File: config.mk
export PLATFORM = sky130hd
export DESIGN_NAME = jk_cmd_seq_flat
export DESIGN_NICKNAME = d
export VERILOG_FILES = /design/src/rtl/jk_cmd_seq_if.sv /design/src/rtl/jk_cmd_seq.sv /design/src/flat_wrapper.sv
export SDC_FILE = /design/constraint.sdc
export NUM_CORES = 1
export LEC_CHECK = 0
export CELL_PAD_IN_SITES_DETAIL_PLACEMENT = 0
export CELL_PAD_IN_SITES_GLOBAL_PLACEMENT = 1
export CORE_AREA = 2 2 71 73
export CTS_BUF_LIST = sky130_fd_sc_hd__clkbuf_16
export DETAILED_ROUTE_END_ITERATION = 7
export DIE_AREA = 0 0 73 75
export PLACE_DENSITY = 0.85
export SLEW_MARGIN = 10
export SYNTH_ARGS = -nofsm -noshare
export SYNTH_HDL_FRONTEND = slang
export SYNTH_SLANG_ARGS = --single-unit
File: constraint.sdc
create_clock -name clk -period 6.7 [get_ports clk]
set_input_delay 2.01 -clock clk [delete_from_list [all_inputs] [get_ports clk]]
set_output_delay 2.01 -clock clk [all_outputs]
set_load 0.01 [all_outputs]
File: src/rtl/jk_cmd_seq_if.sv
// Command handshake between a command source and the JK command sequencer.
interface jk_cmd_seq_if #(
  parameter int WIDTH = 4
) ();
  logic             cmd_valid;
  logic             cmd_ready;
  logic [1:0]       cmd_op;
  logic [WIDTH-1:0] cmd_mask;

  modport master (
    output cmd_valid, cmd_op, cmd_mask,
    input  cmd_ready
  );

  modport slave (
    input  cmd_valid, cmd_op, cmd_mask,
    output cmd_ready
  );
endinterface

File: src/rtl/jk_cmd_seq.sv
// Queues bit-masked JK commands, issues one per clock as registered J/K pulses,
// tracks the expected bank state and flags divergence of the fed-back Q.
module jk_cmd_seq #(
  parameter int WIDTH       = 4,
  parameter int DEPTH       = 4,
  parameter bit HALT_ON_ERR = 1'b1
) (
  input  logic                   clk,
  input  logic                   rst,
  jk_cmd_seq_if.slave            cmd,
  output logic [WIDTH-1:0]       j,
  output logic [WIDTH-1:0]       k,
  input  logic [WIDTH-1:0]       q_fb,
  output logic [WIDTH-1:0]       shadow_q,
  output logic [$clog2(DEPTH):0] fifo_count,
  output logic                   busy,
  output logic                   err,
  input  logic                   err_clr
);
  localparam int PW = $clog2(DEPTH);
  localparam int CW = PW + 1;
  localparam logic [CW-1:0] FULL = CW'(DEPTH);

  typedef enum logic [1:0] {
    OP_HOLD = 2'b00,
    OP_RST  = 2'b01,
    OP_SET  = 2'b10,
    OP_TGL  = 2'b11
  } op_e;

  typedef enum logic [1:0] {
    S_IDLE,
    S_RUN,
    S_HALT
  } state_e;

  logic [WIDTH+1:0] mem_q [DEPTH];
  logic [PW-1:0]    wr_ptr_q, wr_ptr_d, rd_ptr_q, rd_ptr_d;
  logic [CW-1:0]    count_q, count_d;
  logic [WIDTH-1:0] j_q, j_d, k_q, k_d, shad_q, shad_d;
  logic             issued_q, issued_d;
  logic             cmp_pend_q, cmp_pend_d;
  logic             err_q, err_d;
  state_e           state_q, state_d;

  logic             push, pop, mismatch, halt_now;
  op_e              head_op;
  logic [WIDTH-1:0] head_mask;

  assign cmd.cmd_ready = (count_q < FULL);

  always_comb begin
    push      = cmd.cmd_valid && cmd.cmd_ready;
    mismatch  = cmp_pend_q && (q_fb != shad_q);
    // The edge that detects a mismatch must not pop, otherwise a command would
    // slip out on the way into HALT.
    halt_now  = HALT_ON_ERR && mismatch && !err_clr;
    pop       = (state_q != S_HALT) && (count_q != '0) && !halt_now;
    head_op   = op_e'(mem_q[rd_ptr_q][WIDTH+1:WIDTH]);
    head_mask = mem_q[rd_ptr_q][WIDTH-1:0];

    j_d = '0;
    k_d = '0;
    if (pop) begin
      unique case (head_op)
        OP_RST:  k_d = head_mask;
        OP_SET:  j_d = head_mask;
        OP_TGL: begin
          j_d = head_mask;
          k_d = head_mask;
        end
        default: ;
      endcase
    end

    shad_d = shad_q;
    for (int unsigned i = 0; i < WIDTH; i++) begin
      unique case ({j_q[i], k_q[i]})
        2'b01:   shad_d[i] = 1'b0;
        2'b10:   shad_d[i] = 1'b1;
        2'b11:   shad_d[i] = ~shad_q[i];
        default: shad_d[i] = shad_q[i];
      endcase
    end
    if (err_clr) shad_d = q_fb;

    issued_d   = pop;
    cmp_pend_d = issued_q && !err_clr;
    err_d      = err_clr ? 1'b0 : (err_q || mismatch);

    wr_ptr_d = wr_ptr_q + PW'(push);
    rd_ptr_d = rd_ptr_q + PW'(pop);
    count_d  = count_q + CW'(push) - CW'(pop);

    state_d = state_q;
    unique case (state_q)
      S_HALT: begin
        if (err_clr) state_d = (count_d != '0) ? S_RUN : S_IDLE;
      end
      default: begin
        if (halt_now)
          state_d = S_HALT;
        else if ((count_d != '0) || issued_d || cmp_pend_d)
          state_d = S_RUN;
        else
          state_d = S_IDLE;
      end
    endcase
  end

  always_ff @(posedge clk or negedge rst) begin
    if (!rst) begin
      state_q    <= S_IDLE;
      wr_ptr_q   <= '0;
      rd_ptr_q   <= '0;
      count_q    <= '0;
      j_q        <= '0;
      k_q        <= '0;
      shad_q     <= '0;
      issued_q   <= 1'b0;
      cmp_pend_q <= 1'b0;
      err_q      <= 1'b0;
    end else begin
      state_q    <= state_d;
      wr_ptr_q   <= wr_ptr_d;
      rd_ptr_q   <= rd_ptr_d;
      count_q    <= count_d;
      j_q        <= j_d;
      k_q        <= k_d;
      shad_q     <= shad_d;
      issued_q   <= issued_d;
      cmp_pend_q <= cmp_pend_d;
      err_q      <= err_d;
    end
  end

  // Storage needs no reset: an entry is only read after it has been written.
  always_ff @(posedge clk) begin
    if (push) mem_q[wr_ptr_q] <= {cmd.cmd_op, cmd.cmd_mask};
  end

  assign j          = j_q;
  assign k          = k_q;
  assign shadow_q   = shad_q;
  assign fifo_count = count_q;
  assign err        = err_q;
  assign busy       = (count_q != '0) || issued_q || cmp_pend_q;
endmodule
File: src/flat_wrapper.sv
// flat-port wrapper written by rule: the top's interface ports become plain ports
module jk_cmd_seq_flat 
#(
  parameter int WIDTH       = 4,
  parameter int DEPTH       = 4,
  parameter bit HALT_ON_ERR = 1'b1
)
  (clk, rst, j, k, q_fb, shadow_q, fifo_count, busy, err, err_clr, cmd_cmd_valid, cmd_cmd_op, cmd_cmd_mask, cmd_cmd_ready);
  jk_cmd_seq_if #(.WIDTH(WIDTH)) cmd_i ();
  input  logic clk;
  input  logic rst;
  output logic [WIDTH-1:0] j;
  output logic [WIDTH-1:0] k;
  input  logic [WIDTH-1:0] q_fb;
  output logic [WIDTH-1:0] shadow_q;
  output logic [$clog2(DEPTH):0] fifo_count;
  output logic busy;
  output logic err;
  input  logic err_clr;
  input wire logic [$bits(cmd_i.cmd_valid)-1:0] cmd_cmd_valid;
  input wire logic [$bits(cmd_i.cmd_op)-1:0] cmd_cmd_op;
  input wire logic [$bits(cmd_i.cmd_mask)-1:0] cmd_cmd_mask;
  output wire logic [$bits(cmd_i.cmd_ready)-1:0] cmd_cmd_ready;
  assign cmd_i.cmd_valid = cmd_cmd_valid;
  assign cmd_i.cmd_op = cmd_cmd_op;
  assign cmd_i.cmd_mask = cmd_cmd_mask;
  assign cmd_cmd_ready = cmd_i.cmd_ready;
  jk_cmd_seq #(.WIDTH(WIDTH), .DEPTH(DEPTH), .HALT_ON_ERR(HALT_ON_ERR)) u_core (.clk(clk), .rst(rst), .cmd(cmd_i), .j(j), .k(k), .q_fb(q_fb), .shadow_q(shadow_q), .fifo_count(fifo_count), .busy(busy), .err(err), .err_clr(err_clr));
endmodule
==> qor.csv <==
metric,value,unit
fin_cells,241,
htree_num_levels,2,
status,"finished, final reports clean",
seq_area,1320,um^2
coreArea,4660,um^2
layout_commonest_cell,clkdlybuf4s50_1,
io_pins,32,
multiInputGateArea,763,um^2
rsz0062_at_grt,no,
worstPathArrival,5230,ps
hp-class,flop to flop,
ys_warn_count,0,
area_growth_syn_to_layout,24.1,%
port_buffers,31,
dp_hpwl,2640,um
power_leakage,1.11,nW
peakVddDrop,0.221,mV
slew_headroom,36.3,%
overflow,0,
fin_tns_setup,0,ps
clock_sinks,48,
finClkSkew,3.40,ps
place_inst,233,
fin_nets,213,
fillers,365,
worst_slack,1620,ps
post_cts_resized,0,
cp_max_fo,10,
ys_types,31,
vias,1259,
avgSynthCellArea,14.2,um^2
die_w,73,um
die_area,5480,um^2
cp_cell_sequence,clkdlybuf4s50_1 -> nor2b_1 -> o41a_1 -> nor2_1 -> ha_1 -> inv_1 -> ha_1 -> fa_1 -> or4b_1 -> o41ai_2 -> a211oi_2,
endpoint_kind,flop,
rows,25,
cts-buffers-inserted,5,
start_util,46.4,%
syn_nets,179,
syn_area,2160,um^2
cts_tree,done,
dr.first_iter.drc_count,47,
n_antenna_cell,0,
place_ws,1320,ps
antenna_found_initial,0,
grt_pass1_wl,6110,um
antenna_left,0,
worstPathRequired,6850,ps
layout_common_cells,"30 x clkdlybuf4s50_1, 24 x dfrtp_1, 24 x edfxtp_1, 14 x nand2_1, 14 x inv_1",
track_usage,15.6,%
postRouteWirelength,3570,um
post-route-period-util,75.7,%
grt_max_degree,25,
clock_latency,290,ps
drc,0,
hold_viol,0,
slowest_delay,580,ps
clk_pin_slew,70,ps
wl_per_cell,14.8,um
clockBufferDepth,2,
p_per_area,433,nW/um^2
ys_seq_area_share,61.1,%
cpMostUsedCell,ha_1,
worstSetupPathType,primary input to flop,
tightest_slew,954,ps
grt_pass1_vias,1329,
drv_cap,0,
first_pass_iters,4,
finish.utilization,57.5,%
vias_per_cell,5.22,
drive_gt1_share,14.4,%
cts-root-buf,clkbuf_16,
die_height,75,um
post-route-min-period,5080,ps
fmax,197,MHz
ys_seq_elements,48,
setup_viol,0,
post-cts-setup-buffers,0,
gp_congestion,0.851,
startpoint_type,primary input,
crit_slowest_cell,clkdlybuf4s50_1,
cts_hold_buf,0,
finalMaxSlewViolations,0,
postSynthCellCount,152,
==> layer usage <==
layer  vias to the layer above  track usage (%)  share of wire (%)
met1                       614             17.7                 44
met5                         -                0                  0
li1                        604                -                  -
met3                         9             4.42                4.4
met2                        32             25.7                 49
met4                         0             10.3                3.3
==> sequential cells by signal, indices dropped and copies added (netlist names) <==
| register | cells |
|---|---|
| u_core.state_q | 2 |
| u_core.shadow_q | 4 |
| u_core.wr_ptr_q | 2 |
| u_core.mem_q | 24 |
| u_core.fifo_count | 3 |
| u_core.k | 4 |
| u_core.rd_ptr_q | 2 |
| u_core.j | 4 |
| u_core.cmp_pend_q | 1 |
| u_core.err | 1 |
| u_core.issued_q | 1 |
==> worst max-delay path: cells and delay by family <==
family / cells / cell delay, ps
and+or+nand+nor: 3 / 910
adders and majority gates: 3 / 980
buffers and inverters: 2 / 620
AOI/OAI and AO/OA: 3 / 700
==> cells by family (layout without fill, tap and decap cells) <==
logic type | Yosys count | in the layout | synth area share, %
multiplexers | 8 | 8 | 7.30
XOR/XNOR | 8 | 8 | 3.24
AO/OA/AOI/OAI | 12 | 12 | 4.46
AND/OR/NAND/NOR | 45 | 45 | 12.4
flip-flops | 48 | 48 | 61.1
adder cells (fa/ha/maj) | 13 | 13 | 7.87
buffers and inverters | 18 | 53 | 3.53
==> through the flow <==
stage | power [mW] | hold WS (ps) | instance area [um^2]
2_1_floorplan | 0.733 | 461 | 2160
3_3_place_gp | 0.866 | 505 | 2510
3_5_place_dp | 0.888 | 515 | 2510
4_1_cts | 1.18 | 526 | 2690
5_1_grt | 1.24 | 551 | 2680
6_report | 1.16 | 520 | 2680
==> final timing paths <==
check	startpoint	slack, ps	to	cells after the start
setup / recovery	err_clr	1620	u_core.state_q[0]$_DFFE_PN0P_	11
hold / removal	u_core.err$_DFF_PN0_	520	u_core.err$_DFF_PN0_	2
setup reg to reg	u_core.shadow_q[3]$_DFFE_PN0P_	3350	u_core.state_q[0]$_DFFE_PN0P_	10
hold reg to reg	u_core.err$_DFF_PN0_	520	u_core.err$_DFF_PN0_	2
max in group asynchronous	rst	4650	u_core.j[3]$_DFF_PN0_	1
min in group asynchronous	rst	1690	u_core.shadow_q[1]$_DFFE_PN0P_	1
==> layout make-up <==
type                    instances  share of cell area (%)
clock buffers                   5                    4.67
clock inverters                 3                    1.73
inverters                      14                    1.96
multi-input cells              86                    28.5
flip-flops and latches         48                    49.3
well taps                      54                    2.52
repair buffers                 31                    11.4
==> where the power goes <==
group / internal [mW] / total (mW) / switching, mW
Sequential: 0.391 / 0.464 / 0.0730
Combinational: 0.212 / 0.409 / 0.197
Clock: 0.177 / 0.287 / 0.110
Total: 0.780 / 1.16 / 0.380
==> Yosys cell counts (all sizes together) <==
library cell | count | area [um^2]
nor3b | 1 | 7.51
or3 | 2 | 12.5
dfrtp | 24 | 601
mux4 | 6 | 135
o41a | 1 | 11.3
edfxtp | 24 | 721
or4b | 1 | 10.0
nor2 | 5 | 18.8
o31ai | 2 | 15.0
xnor2 | 2 | 17.5
nor3 | 10 | 90.1
buf | 2 | 16.3
clkbuf | 2 | 7.51
and3b | 1 | 8.76
ha | 12 | 150
and3 | 1 | 6.26
a21oi | 2 | 10.0
o41ai | 2 | 25.0
nand2b | 1 | 6.26
nor2b | 9 | 56.3
a211oi | 1 | 12.5
mux2 | 2 | 22.5
fa | 1 | 20.0
nand2 | 14 | 52.6
xor2 | 6 | 52.6
o21ai | 2 | 10.0
inv | 14 | 52.6
a31oi | 2 | 12.5
Note: power is estimated with default switching activity, not from simulation.
